[src/rtl/dec_align_shift.sv]
// dec_align_shift: iterative decimal significand aligner.
// Routes the larger-exponent operand to Ml unshifted and shifts the other one
// right by one BCD digit per clock, collecting guard/round/sticky digits.
module dec_align_shift #(
  parameter int NDIG  = 7,
  parameter int EW    = 8,
  parameter int MAXSH = 10
) (
  input  logic              clk,
  input  logic              rst,
  input  logic              in_valid,
  output logic              in_ready,
  input  logic [4*NDIG-1:0] Ma,
  input  logic [EW-1:0]     Ea,
  input  logic [4*NDIG-1:0] Mb,
  input  logic [EW-1:0]     Eb,
  output logic              out_valid,
  input  logic              out_ready,
  output logic [4*NDIG-1:0] Ml,
  output logic [4*NDIG-1:0] Ms,
  output logic [EW-1:0]     E_res,
  output logic [11:0]       GRS,
  output logic              swap
);

  localparam int W  = 4 * NDIG;
  localparam int CW = $clog2(MAXSH + 1);

  typedef enum logic [1:0] {IDLE, SHIFT, DONE} state_t;

  state_t        state_q, state_d;
  logic [W-1:0]  ml_q, ml_d;
  logic [W-1:0]  ms_q, ms_d;
  logic [EW-1:0] e_res_q, e_res_d;
  logic [11:0]   grs_q, grs_d;
  logic          swap_q, swap_d;
  logic [CW-1:0] cnt_q, cnt_d;

  // Exponent difference is formed one bit wider than the exponents so it never wraps.
  logic          a_ge_b;
  logic [EW:0]   diff;
  logic [CW-1:0] shamt;

  // Operand ordering and clamped shift amount for the pair on the inputs.
  always_comb begin
    a_ge_b = (Ea >= Eb);
    diff   = a_ge_b ? ({1'b0, Ea} - {1'b0, Eb}) : ({1'b0, Eb} - {1'b0, Ea});
    shamt  = (diff >= (EW+1)'(MAXSH)) ? CW'(MAXSH) : diff[CW-1:0];
  end

  // Next-state and datapath updates; every register holds unless its state moves it.
  always_comb begin
    state_d = state_q;
    ml_d    = ml_q;
    ms_d    = ms_q;
    e_res_d = e_res_q;
    grs_d   = grs_q;
    swap_d  = swap_q;
    cnt_d   = cnt_q;
    case (state_q)
      IDLE: begin
        if (in_valid && in_ready) begin
          swap_d  = ~a_ge_b;
          ml_d    = a_ge_b ? Ma : Mb;
          ms_d    = a_ge_b ? Mb : Ma;
          e_res_d = a_ge_b ? Ea : Eb;
          grs_d   = 12'h000;
          cnt_d   = shamt;
          state_d = (shamt == '0) ? DONE : SHIFT;
        end
      end
      SHIFT: begin
        // Digit falling off Ms becomes guard; old guard becomes round; old round folds into sticky.
        grs_d   = {ms_q[3:0], grs_q[11:8], 3'b000, grs_q[0] | (grs_q[7:4] != 4'h0)};
        ms_d    = {4'h0, ms_q[W-1:4]};
        cnt_d   = cnt_q - 1'b1;
        if (cnt_q == CW'(1)) begin
          state_d = DONE;
        end
      end
      DONE: begin
        if (out_ready) begin
          state_d = IDLE;
        end
      end
      default: state_d = IDLE;
    endcase
  end

  // State and datapath registers; reset aborts any in-flight pair.
  always_ff @(posedge clk or posedge rst) begin
    if (rst) begin
      state_q <= IDLE;
      ml_q    <= '0;
      ms_q    <= '0;
      e_res_q <= '0;
      grs_q   <= '0;
      swap_q  <= 1'b0;
      cnt_q   <= '0;
    end else begin
      state_q <= state_d;
      ml_q    <= ml_d;
      ms_q    <= ms_d;
      e_res_q <= e_res_d;
      grs_q   <= grs_d;
      swap_q  <= swap_d;
      cnt_q   <= cnt_d;
    end
  end

  assign in_ready  = (state_q == IDLE) && !rst;
  assign out_valid = (state_q == DONE);
  assign Ml        = ml_q;
  assign Ms        = ms_q;
  assign E_res     = e_res_q;
  assign GRS       = grs_q;
  assign swap      = swap_q;

endmodule

[config.mk]
export PLATFORM = sky130hd
export DESIGN_NAME = dec_align_shift
export DESIGN_NICKNAME = d
export VERILOG_FILES = /design/src/rtl/dec_align_shift.sv
export SDC_FILE = /design/constraint.sdc
export NUM_CORES = 1
export LEC_CHECK = 0
export CAP_MARGIN = 20
export CORE_ASPECT_RATIO = 1.2
export CORE_MARGIN = 8
export CORE_UTILIZATION = 30
export DETAILED_ROUTE_END_ITERATION = 12
export SLEW_MARGIN = 25
export SYNTH_ARGS = -nofsm -noshare
export SYNTH_HDL_FRONTEND = slang
export SYNTH_SLANG_ARGS = --single-unit
[constraint.sdc]
create_clock -name clk -period 2.56 [get_ports clk]
set_input_delay 0.256 -clock clk [delete_from_list [all_inputs] [get_ports clk]]
set_output_delay 0.256 -clock clk [all_outputs]
set_load 0.005 [all_outputs]
## Yosys cells after proc, flatten, opt, wreduce, memory -nomap -nowiden

Cells that the tools add are included.

- Register bits after elaboration: 83
- Input port bits: 76
- Output and inout bits: 79
- Word-level logic and storage cells: 46

- $add $sub $neg: 3
- $lt $le $gt $ge: 2
- Eq/ne operators: 6
- Muxes and demuxes: 16
- Bitwise gates (word level): 2
- Reductions and logical operators: 10

Operators with widths:

| cell | count |
|---|---|
| $mux W28 | 3 |
| $pmux W28 S2 | 1 |
| $pmux W12 S2 | 1 |
| $sub A8 B8 Y9 | 2 |
| $mux W12 | 1 |
| $ge A9 B4 Y1 const B | 1 |
| $mux W9 | 1 |
| $ge A8 B8 Y1 | 1 |
| $mux W2 | 4 |
| $mux W4 | 2 |
| $mux W8 | 1 |
| $pmux W4 S2 | 1 |
| $pmux W2 S3 | 1 |
| $eq A4 B1 Y1 const B | 1 |
| $logic_not A4 Y1 | 1 |
| $ne A2 B2 Y1 const B | 2 |
| $reduce_and A2 Y1 | 2 |
| $reduce_bool A4 Y1 | 1 |
| $sub A4 B1 Y4 const B | 1 |
| $reduce_and A3 Y1 | 1 |
| $eq A2 B1 Y1 const B | 1 |
| $eq A2 B2 Y1 const B | 1 |
| $logic_and A1 B1 Y1 | 2 |
| $logic_not A2 Y1 | 1 |
| 5 further kinds | 5 |

## Depth between registers and ports, before layout

Gate-level depths: netlist of run 1.

- Word-level depth: 8
- Gate-level depth with buffers: 12
- Gate-level depth less buffers: 11

## Worst setup path after synthesis of run 1

Ideal clock, no wire load.

- Path type: input port to flip-flop
- Start point: input Ea[0]
- End point: register state_q[0]
- Library setup time: 0.119 ns
- Data arrival time: 2.360 ns
- Data required time: 2.441 ns
- Path slack: 0.081 ns
- Stages: 11
- Buffers on the path: 0
- Path through: inv_1 ha_1 inv_1 fa_1 a21o_1 a21oi_1 nor3b_1 o21ai_1 or4_4 o41a_4 o21a_1

- Cells in the longest elaborated chain, start to end: 8
- Elaborated cells on any way between the ends: 10
- Classes of those cells: add/sub (2); order compare (2); mux (5); reduce/logical (1)

RTL lines:

| element | line | text |
|---|---|---|
| from (decl) | 14 | `input logic [EW-1:0] Ea,` |
| $sub A8 B8 Y9 or $ge A8 B8 Y1 (tied branches) | 47, 46 |  |
| $mux W9 (*) | 47 | `diff = a_ge_b ? ({1'b0, Ea} - {1'b0, Eb}) : ({1'b0, Eb} - {1'b0, Ea});` |
| $ge A9 B4 Y1 | 48 | `shamt = (diff >= (EW+1)'(MAXSH)) ? CW'(MAXSH) : diff[CW-1:0];` |
| $mux W4 (*) | 48 |  |
| $logic_not A4 Y1 (*) | 69 | `state_d = (shamt == '0) ? DONE : SHIFT;` |
| $mux W2 (*) | 69 |  |
| $mux W2 (*) | 62 | `if (in_valid && in_ready) begin` |
| $pmux W2 S3 (*) | 60 | `case (state_q)` |
| to (signal assigned) | 101 | `state_q <= state_d;` |
| to (decl) | 31 | `state_t state_q, state_d;` |

Every way passes the cells marked *; elsewhere a longest branch is shown, timed or not. The select of a mux whose other input is x is not followed.
A chain may end at the register's enable or synchronous reset.

## Worst setup path in the final report of run 1

- Start point: input Ea[1]
- End point: register state_q[0]

Same word-level chain as after synthesis.

==> summary.md, run 1 <==
| Metric | Value |
|---|---|
| Cells after Synth | 523 |
| Slew HR | 0.631 |
| Routed via count | 4466 |
| Worst path cell trace | clkdlybuf4s50_1 -> inv_1 -> ha_1 -> nor2b_1 -> o21ai_1 -> nand3b_1 -> nor4_2 -> nor3_1 -> o41a_4 -> o21a_1 |
| Die area | around 20000 sq um |
| Static Leak | 3.26 nW |
| CP startpoint kind | primary input |
| Post-route cell area | 7260 sq um |
| Synth warn | 0 |
| PortBufs | 151 |
| Standard-cell rows | 50 |
| Initial antenna violation count | 3 |
| Run status | finished, final reports clean |
| Unique cell type count in the Yosys netlist | 46 |
| Global-route wire length before repair | 24900 microns |
| Worst hold slack | between 200 and 300 ps |
| WL final | 15600 microns |
| Storage element area | 2000 sq um |
| Nets | ~800 |
| Max IR drop VDD | 0.000409 V |
| Detailed Routing Iterations Pass 1 | 4 |
| Initial core utilization | 0.306 |
| Syn Area/Cell | 9.16 sq um |
| Vias in the first global route | 4556 |
| Clock Path Buffers | 2 |
| Area added between synthesis and finish | 51.6% |
| Setup Skew | 6.54 ps |
| Setup violators final | 0 |
| CTS buffer count | 9 |
| Final Cycle Share | 0.974 |
| Hold Fails Final Rpt | 0 |
| CP Capture Type | register |
| Final HPWL DP | between 10000 and 15000 microns |
| CP peak stage delay | about 540 ps |
| Worst Path Required | 2800 ps |
| Clock Tree Root | clkbuf_16 |
| Placer Congestion | 0.804 |
| Share of cells above drive strength 1 | 0.131 |
| Clk sinks | 80 |
| Crit path max fanout | 5 |
| Synth Cell Area | 4790 sq um |
| Max-slew violations | 0 |
| Cts hold-fix bufs | 0 |
| Routed Antenna Nets | 0 |
| WL per Instance | 17.0 microns |
| Largest net degree at the start of global routing | 57 |
| Final min period | around 2500 ps |
| Post-synth EDFFs | 0 |
| Unrepaired setup endpoints after global routing | true |
| H-tree level count | 3 |
| Vias per cell | 4.86 |
| Worst skew pair latency | 340 ps |
| Clock-pin slew of the registers on the worst-case setup and hold paths | 60 ps |
| Die Y-Extent | 154 microns |
| #FFs+latches synth | 80 |
| CTS tree | yes |
| Ys async rst share | 1.00 |
| All-Layer GR Usage | 0.151 |
| Hold Crit Class | in -> async |
| DRC viols | 0 |
| I/O Pins | between 150 and 200 |
| Multi-input combinational cell area | 2630 sq um |
| DP Area | between 6000 and 7000 sq um |
| Maximum clock rate | 401 MHz |
| Power per Cell Area | 904 nW/um^2 |
| Setup CP Type | in -> reg |
| Grt total ovfl | 0 |
| Max-Cap Viols | 0 |
| Arr. time, crit path | 2730 ps |
| DRT iter0 DRCs | 202 |
| Critical path's slowest cell | clkdlybuf4s50_1 |
| Diode count | 0 |
| Worst Tran Pin Value | between 500 and 600 ps |
| # fillers | 1550 |
| Core area | ~16000 sq um |
| Die X | ~130 microns |
| Ys flop type | dfrtp_1 |
| Sequential element share of the synthesized area | 0.418 |
-- synth_stat cells (4+ instances only) --
library cell | instances | share of area
a21o_1 | 6 | 0.0094
a21oi_1 | 21 | 0.022
a22oi_1 | 26 | 0.041
buf_2 | 8 | 0.0084
buf_4 | 6 | 0.0094
clkbuf_1 | 24 | 0.019
dfrtp_1 | 80 | 0.42
ha_1 | 18 | 0.047
inv_1 | 23 | 0.018
mux2i_1 | 64 | 0.13
nand2_1 | 67 | 0.053
nand2b_1 | 14 | 0.018
nand3_1 | 9 | 0.0094
nor2_1 | 21 | 0.016
nor2b_1 | 5 | 0.0065
nor3_1 | 5 | 0.0052
o21ai_0 | 82 | 0.086
o21ai_1 | 4 | 0.0042
xnor2_1 | 4 | 0.0073
-- what timing repair did --
item	CTS	global route
resized for setup	4	16
setup endpoints to repair	6	15
pin swaps	0	5
setup buffers	0	2
-- final timing paths --
check	start	end	slack (ps)	cells after the start
setup / recovery	Ea[1]	state_q[0]	70	10
hold / removal	rst	E_res[2]	300	2
setup reg to reg	state_q[1]	cnt_q[0]	690	6
hold reg to reg	Ml[7]	Ml[7]	480	2
max in group asynchronous	rst	GRS[9]	1590	3
min in group clk	Ea[0]	E_res[0]	380	4
-- logic make-up after synthesis --
kind of cell,Yosys count,synth area share
other cells,1,0.000783
fa+ha+maj,20,0.0554
mux,65,0.138
xor+xnor,6,0.0110
buf+inv,62,0.0570
flops,80,0.418
simple gates,134,0.128
compound gates,155,0.192
-- final cells by class --
| type | instances | share of cell area |
|---|---|---|
| Clock buffer | 14 | 0.0350 |
| Clock inverter | 2 | 0.00534 |
| Inverter | 23 | 0.0121 |
| Multi-Input combinational cell | 383 | 0.362 |
| Sequential cell | 80 | 0.276 |
| Tap cell | 208 | 0.0358 |
| Timing Repair Buffer | 209 | 0.275 |
-- power breakdown --
part	internal, mW	leakage [nW]	total [mW]	switching [mW]
sequential	1.82	1.01	2.24	0.418
combinational	1.66	2.10	3.02	1.36
clock	0.786	0.141	1.30	0.515
total	4.27	3.26	6.56	2.29
-- layer usage --
layer	GRT usage	routed length [microns]	vias to the layer above
li1	-	-	2195
met1	0.175	6630	2135
met2	0.251	7550	112
met3	0.0655	1140	18
met4	0.0411	218	6
met5	0	35	-
-- state kept, by name (all words and copies together) (netlist names) --
| name | count |
|---|---|
| Ml | 28 |
| Ms | 28 |
| GRS | 9 |
| E_res | 8 |
| cnt_q | 4 |
| state_q | 2 |
| swap | 1 |
-- worst max-delay path, delay by kind of cell --
kind / cells / cell delay, ps
compound gates: 3 / 840
fa+ha+maj: 1 / 330
buf+inv: 2 / 620
simple gates: 4 / 680
-- per-stage QoR --
stage	power (mW)	setup slack (ps)	TNS (ps)	utilization	std cells
floorplan	3.51	80.9	0	-	525
global placement	5.23	-438	-10090	0.439	901
detailed placement	5.30	-456	-11910	0.439	901
CTS	6.65	14.5	0	0.459	917
global route	7.08	-75.5	-134	0.464	919
finish	6.56	65.7	0	0.464	919
-- cell usage in the layout, fill, tap and decap left out, types with 2 or more instances in the layout --
| cell | n |
|---|---|
| clkbuf_16 | 9 |
| nand4_1 | 2 |
| xnor2_1 | 4 |
| nand3_1 | 9 |
| conb_1 | 3 |
| nor3_1 | 5 |
| mux2i_1 | 64 |
| ha_2 | 4 |
| xor2_1 | 2 |
| ha_1 | 12 |
| inv_1 | 22 |
| o21ai_1 | 4 |
| nor2_1 | 20 |
| clkbuf_1 | 4 |
| dlymetal6s2s_1 | 2 |
| o21bai_1 | 2 |
| o22ai_1 | 2 |
| buf_4 | 54 |
| a22oi_1 | 26 |
| a21oi_1 | 19 |
| buf_12 | 3 |
| clkdlybuf4s50_1 | 149 |
| o21ai_0 | 81 |
| a21oi_2 | 2 |
| nand2_1 | 66 |
| nand2b_1 | 14 |
| dfrtp_1 | 80 |
| and3_1 | 2 |
| nor2b_1 | 4 |
| ha_4 | 2 |
| a21o_1 | 6 |
(Power assumes the default switching activity.)
==> inputs of run 2 (changes only) <==
--- a/config.mk
+++ b/config.mk
@@ -10,6 +10,7 @@
 export CORE_MARGIN = 8
 export CORE_UTILIZATION = 30
 export DETAILED_ROUTE_END_ITERATION = 12
+export SKIP_LAST_GASP = 1
 export SLEW_MARGIN = 25
 export SYNTH_ARGS = -nofsm -noshare
 export SYNTH_HDL_FRONTEND = slang
==> results of run 2 <==
No change in the layout: final DEF, timing and power equal those of run 1.
==> inputs of run 3 (changes only) <==
--- a/config.mk
+++ b/config.mk
@@ -8,8 +8,9 @@
 export CAP_MARGIN = 20
 export CORE_ASPECT_RATIO = 1.2
 export CORE_MARGIN = 8
-export CORE_UTILIZATION = 30
+export CORE_UTILIZATION = 45
 export DETAILED_ROUTE_END_ITERATION = 12
+export PLACE_DENSITY = 0.78
 export SKIP_LAST_GASP = 1
 export SLEW_MARGIN = 25
 export SYNTH_ARGS = -nofsm -noshare
==> constraint.sdc (replaced) <==
create_clock -name clk -period 2.6 [get_ports clk]
set_input_delay 0.26 -clock clk [delete_from_list [all_inputs] [get_ports clk]]
set_output_delay 0.26 -clock clk [all_outputs]
set_load 0.005 [all_outputs]
==> run 3 against run 2 <==
Design area decreased by 1.8%. Largest cell class unchanged. Largest power group unchanged. Sequential cell count unchanged. Sequential power decreased by 2%. Power decreased by 2.2%. Wire length decreased by 3.8%. Worst setup slack improved by 29 ps. Highest routed layer is now met4. Critical path type unchanged.
==> summary.md, run 3 (synthesis results as in run 1) <==
| Metric | Value |
|---|---|
| Worst Path Required | 2830 ps (+30 ps) |
| Final HPWL DP | 11600 microns (-4.6%) |
| Largest net degree at the start of global routing | 66 (+16%) |
| Clock Path Buffers | 2 (unchanged) |
| DRT iter0 DRCs | 174 (-14%) |
| Initial antenna violation count | 0 (-3) |
| Die X | 110 microns (-16%) |
| Most common cell after layout, fill and taps aside | clkdlybuf4s50_1 |
| Hold Crit Class | in -> async |
| CTS buffer count | 9 (unchanged) |
| Final Cycle Share | 0.964 |
| DP Area | 6730 sq um (-2.1%) |
| Final core utilization | 0.681 (+0.217) |
| Grt total ovfl | 0 (unchanged) |
| Crit path max fanout | 5 (unchanged) |
| Power per Cell Area | 901 nW/um^2 (-0.32%) |
| Area added between synthesis and finish | 48.8% |
| Max-slew violations | 0 (unchanged) |
| Internal power | 4.17 mW (-2.5%) |
| Sw Ratio | 0.351 (+0.00205) |
| Critical path origin | Ea[4] |
| Cts hold-fix bufs | 0 (unchanged) |
| Sequential share of power | 0.342 (about the same) |
| Setup CP Type | in -> reg |
| Worst Tran Pin Value | 648 ps (+95.0 ps) |
| Clock-pin slew of the registers on the worst-case setup and hold paths | 60 ps (about the same) |
| Placer Congestion | 0.821 (+2.2%) |
| Cells on worst reg2reg path | 6 (unchanged) |
| Hold Fails Final Rpt | 0 (unchanged) |
| Vias in the first global route | 4655 (+2.2%) |
| Arr. time, crit path | 2740 ps (about the same) |
| H-tree level count | 3 (unchanged) |
| Maximum clock rate | 399 MHz |
| Standard-cell rows | 41 (-18%) |
| Worst r2r src | state_q[1] |
| WL final | 15000 microns (-3.8%) |
| Post-route cell area | 7130 sq um (-1.8%) |
| Worst skew pair latency | 340 ps (about the same) |
| CP startpoint kind | primary input |
| Max IR drop VDD | 0.000450 V (+9.9%) |
| Setup Skew | 7.92 ps (+1.38 ps) |
| PortBufs | 151 (unchanged) |
| All-Layer GR Usage | 0.207 (+0.0559) |
| DRC viols | 0 (unchanged) |
| Routed Antenna Nets | 0 (unchanged) |
| WL per Instance | 17.9 microns (+5.5%) |
| Max-Cap Viols | 0 (unchanged) |
| I/O Pins | 155 (unchanged) |
| Net Switching | 2.26 mW (-1.6%) |
| Global-route wire length before repair | 23200 microns (-6.5%) |
| Core area | 10500 sq um (-33%) |
| Routed via count | 4501 (+0.78%) |
| Final min period | 2510 ps |
| CP peak stage delay | 530 ps (about the same) |
| Die Y-Extent | 129 microns (-16%) |
| Clock power share | 0.198 (about the same) |
| Most frequent cells in the layout | clkdlybuf4s50_1, o21ai_0, dfrtp_1, nand2_1, mux2i_1 |
| Nets | 800 (-0.25%) |
| Worst hold slack | 224 ps (-71.2 ps) |
| Gate power share | 0.460 (about the same) |
| CTS tree | yes |
| CP Capture Type | register |
| Run status | finished, final reports clean |
| Die area | 14200 sq um (-30%) |
| Worst path cell trace | clkdlybuf4s50_1 -> inv_1 -> ha_2 -> a21o_1 -> a31oi_2 -> buf_4 -> o221ai_4 -> o21ai_2 -> or4_4 -> o41a_4 -> o21a_1 |
| Detailed Routing Iterations Pass 1 | 4 (unchanged) |
| Static Leak | 3.25 nW (about the same) |
| Diode count | 0 (unchanged) |
| Setup violators final | 0 (unchanged) |
| Critical R2R Capture | cnt_q[1] |
| Worst Setup EP | state_q[0] |
| Clock Tree Root | clkbuf_16 |
| Critical path's slowest cell | or4_4 |
| Setup TNS | 0 ps (unchanged) |
| Slew HR | 0.567 (-0.0639) |
| Worst reg-to-reg setup slack | 700 ps (about the same) |
| Clk sinks | 80 (unchanged) |
| Vias per cell | 5.37 (+11%) |
| Initial core utilization | 0.458 (+0.151) |
| Share of cells above drive strength 1 | 0.133 (+0.00178) |
| Unrepaired setup endpoints after global routing | true |
-- run 3: metal layers --
layer / GRT usage / wire length, microns
met5: 0 / 0
met2: 0.367 / 7700
met3: 0.0500 / 1120
met1: 0.226 / 5700
met4: 0.0943 / 450
-- run 3: critical path: cells and delay by family --
kind | cells | cell delay, ps
simple gates | 1 | 530
fa+ha+maj | 1 | 350
compound gates | 6 | 900
buf+inv | 3 | 670
-- run 3: worst min-delay path by stage --
stage                     startpoint  endpoint  slack (ps)  cells after the start
after floorplan                Ea[0]  E_res[0]         450                      2
after global placement        Ml[12]    Ml[12]         460                      2
after detailed placement      Ml[17]    Ml[17]         470                      2
after CTS                        rst     Ml[3]         230                      2
after global routing             rst     Ml[3]         260                      2
final                            rst     Ml[3]         220                      2
-- run 3: power groups by stage --
stage	Sequential (mW)	Clock (mW)	Combinational (mW)
floorplan	2.18	0	1.28
global placement	2.18	0	2.86
detailed placement	2.21	0	2.94
CTS	2.20	1.30	2.96
global route	2.26	1.34	3.25
finish	2.20	1.27	2.95
-- run 3: area by class of cell --
cell class              count  area (sq um)
clock buffers              11           243
clock inverters             5          56.3
fillers                   841          3340
inverters                  23          87.6
multi-input cells         383          2610
flip-flops and latches     80          2000
well taps                 129           161
repair buffers            207          1970
-- run 3: what timing repair did --
action / in CTS / in global routing
pin swaps: 0 / 4
setup endpoints to repair: 2 / 23
buffers inserted: 0 / 3
resized for setup: 4 / 16
-- run 3: per-stage QoR --
| step | setup WS [ps] | total power [mW] | cells |
|---|---|---|---|
| detailed placement | -419 | 5.15 | 819 |
| global route | 1.39 | 6.85 | 838 |
| finish | 94.8 | 6.42 | 838 |
| global placement | -339 | 5.04 | 819 |
| floorplan | 117 | 3.46 | 525 |
| CTS | 12.5 | 6.46 | 835 |
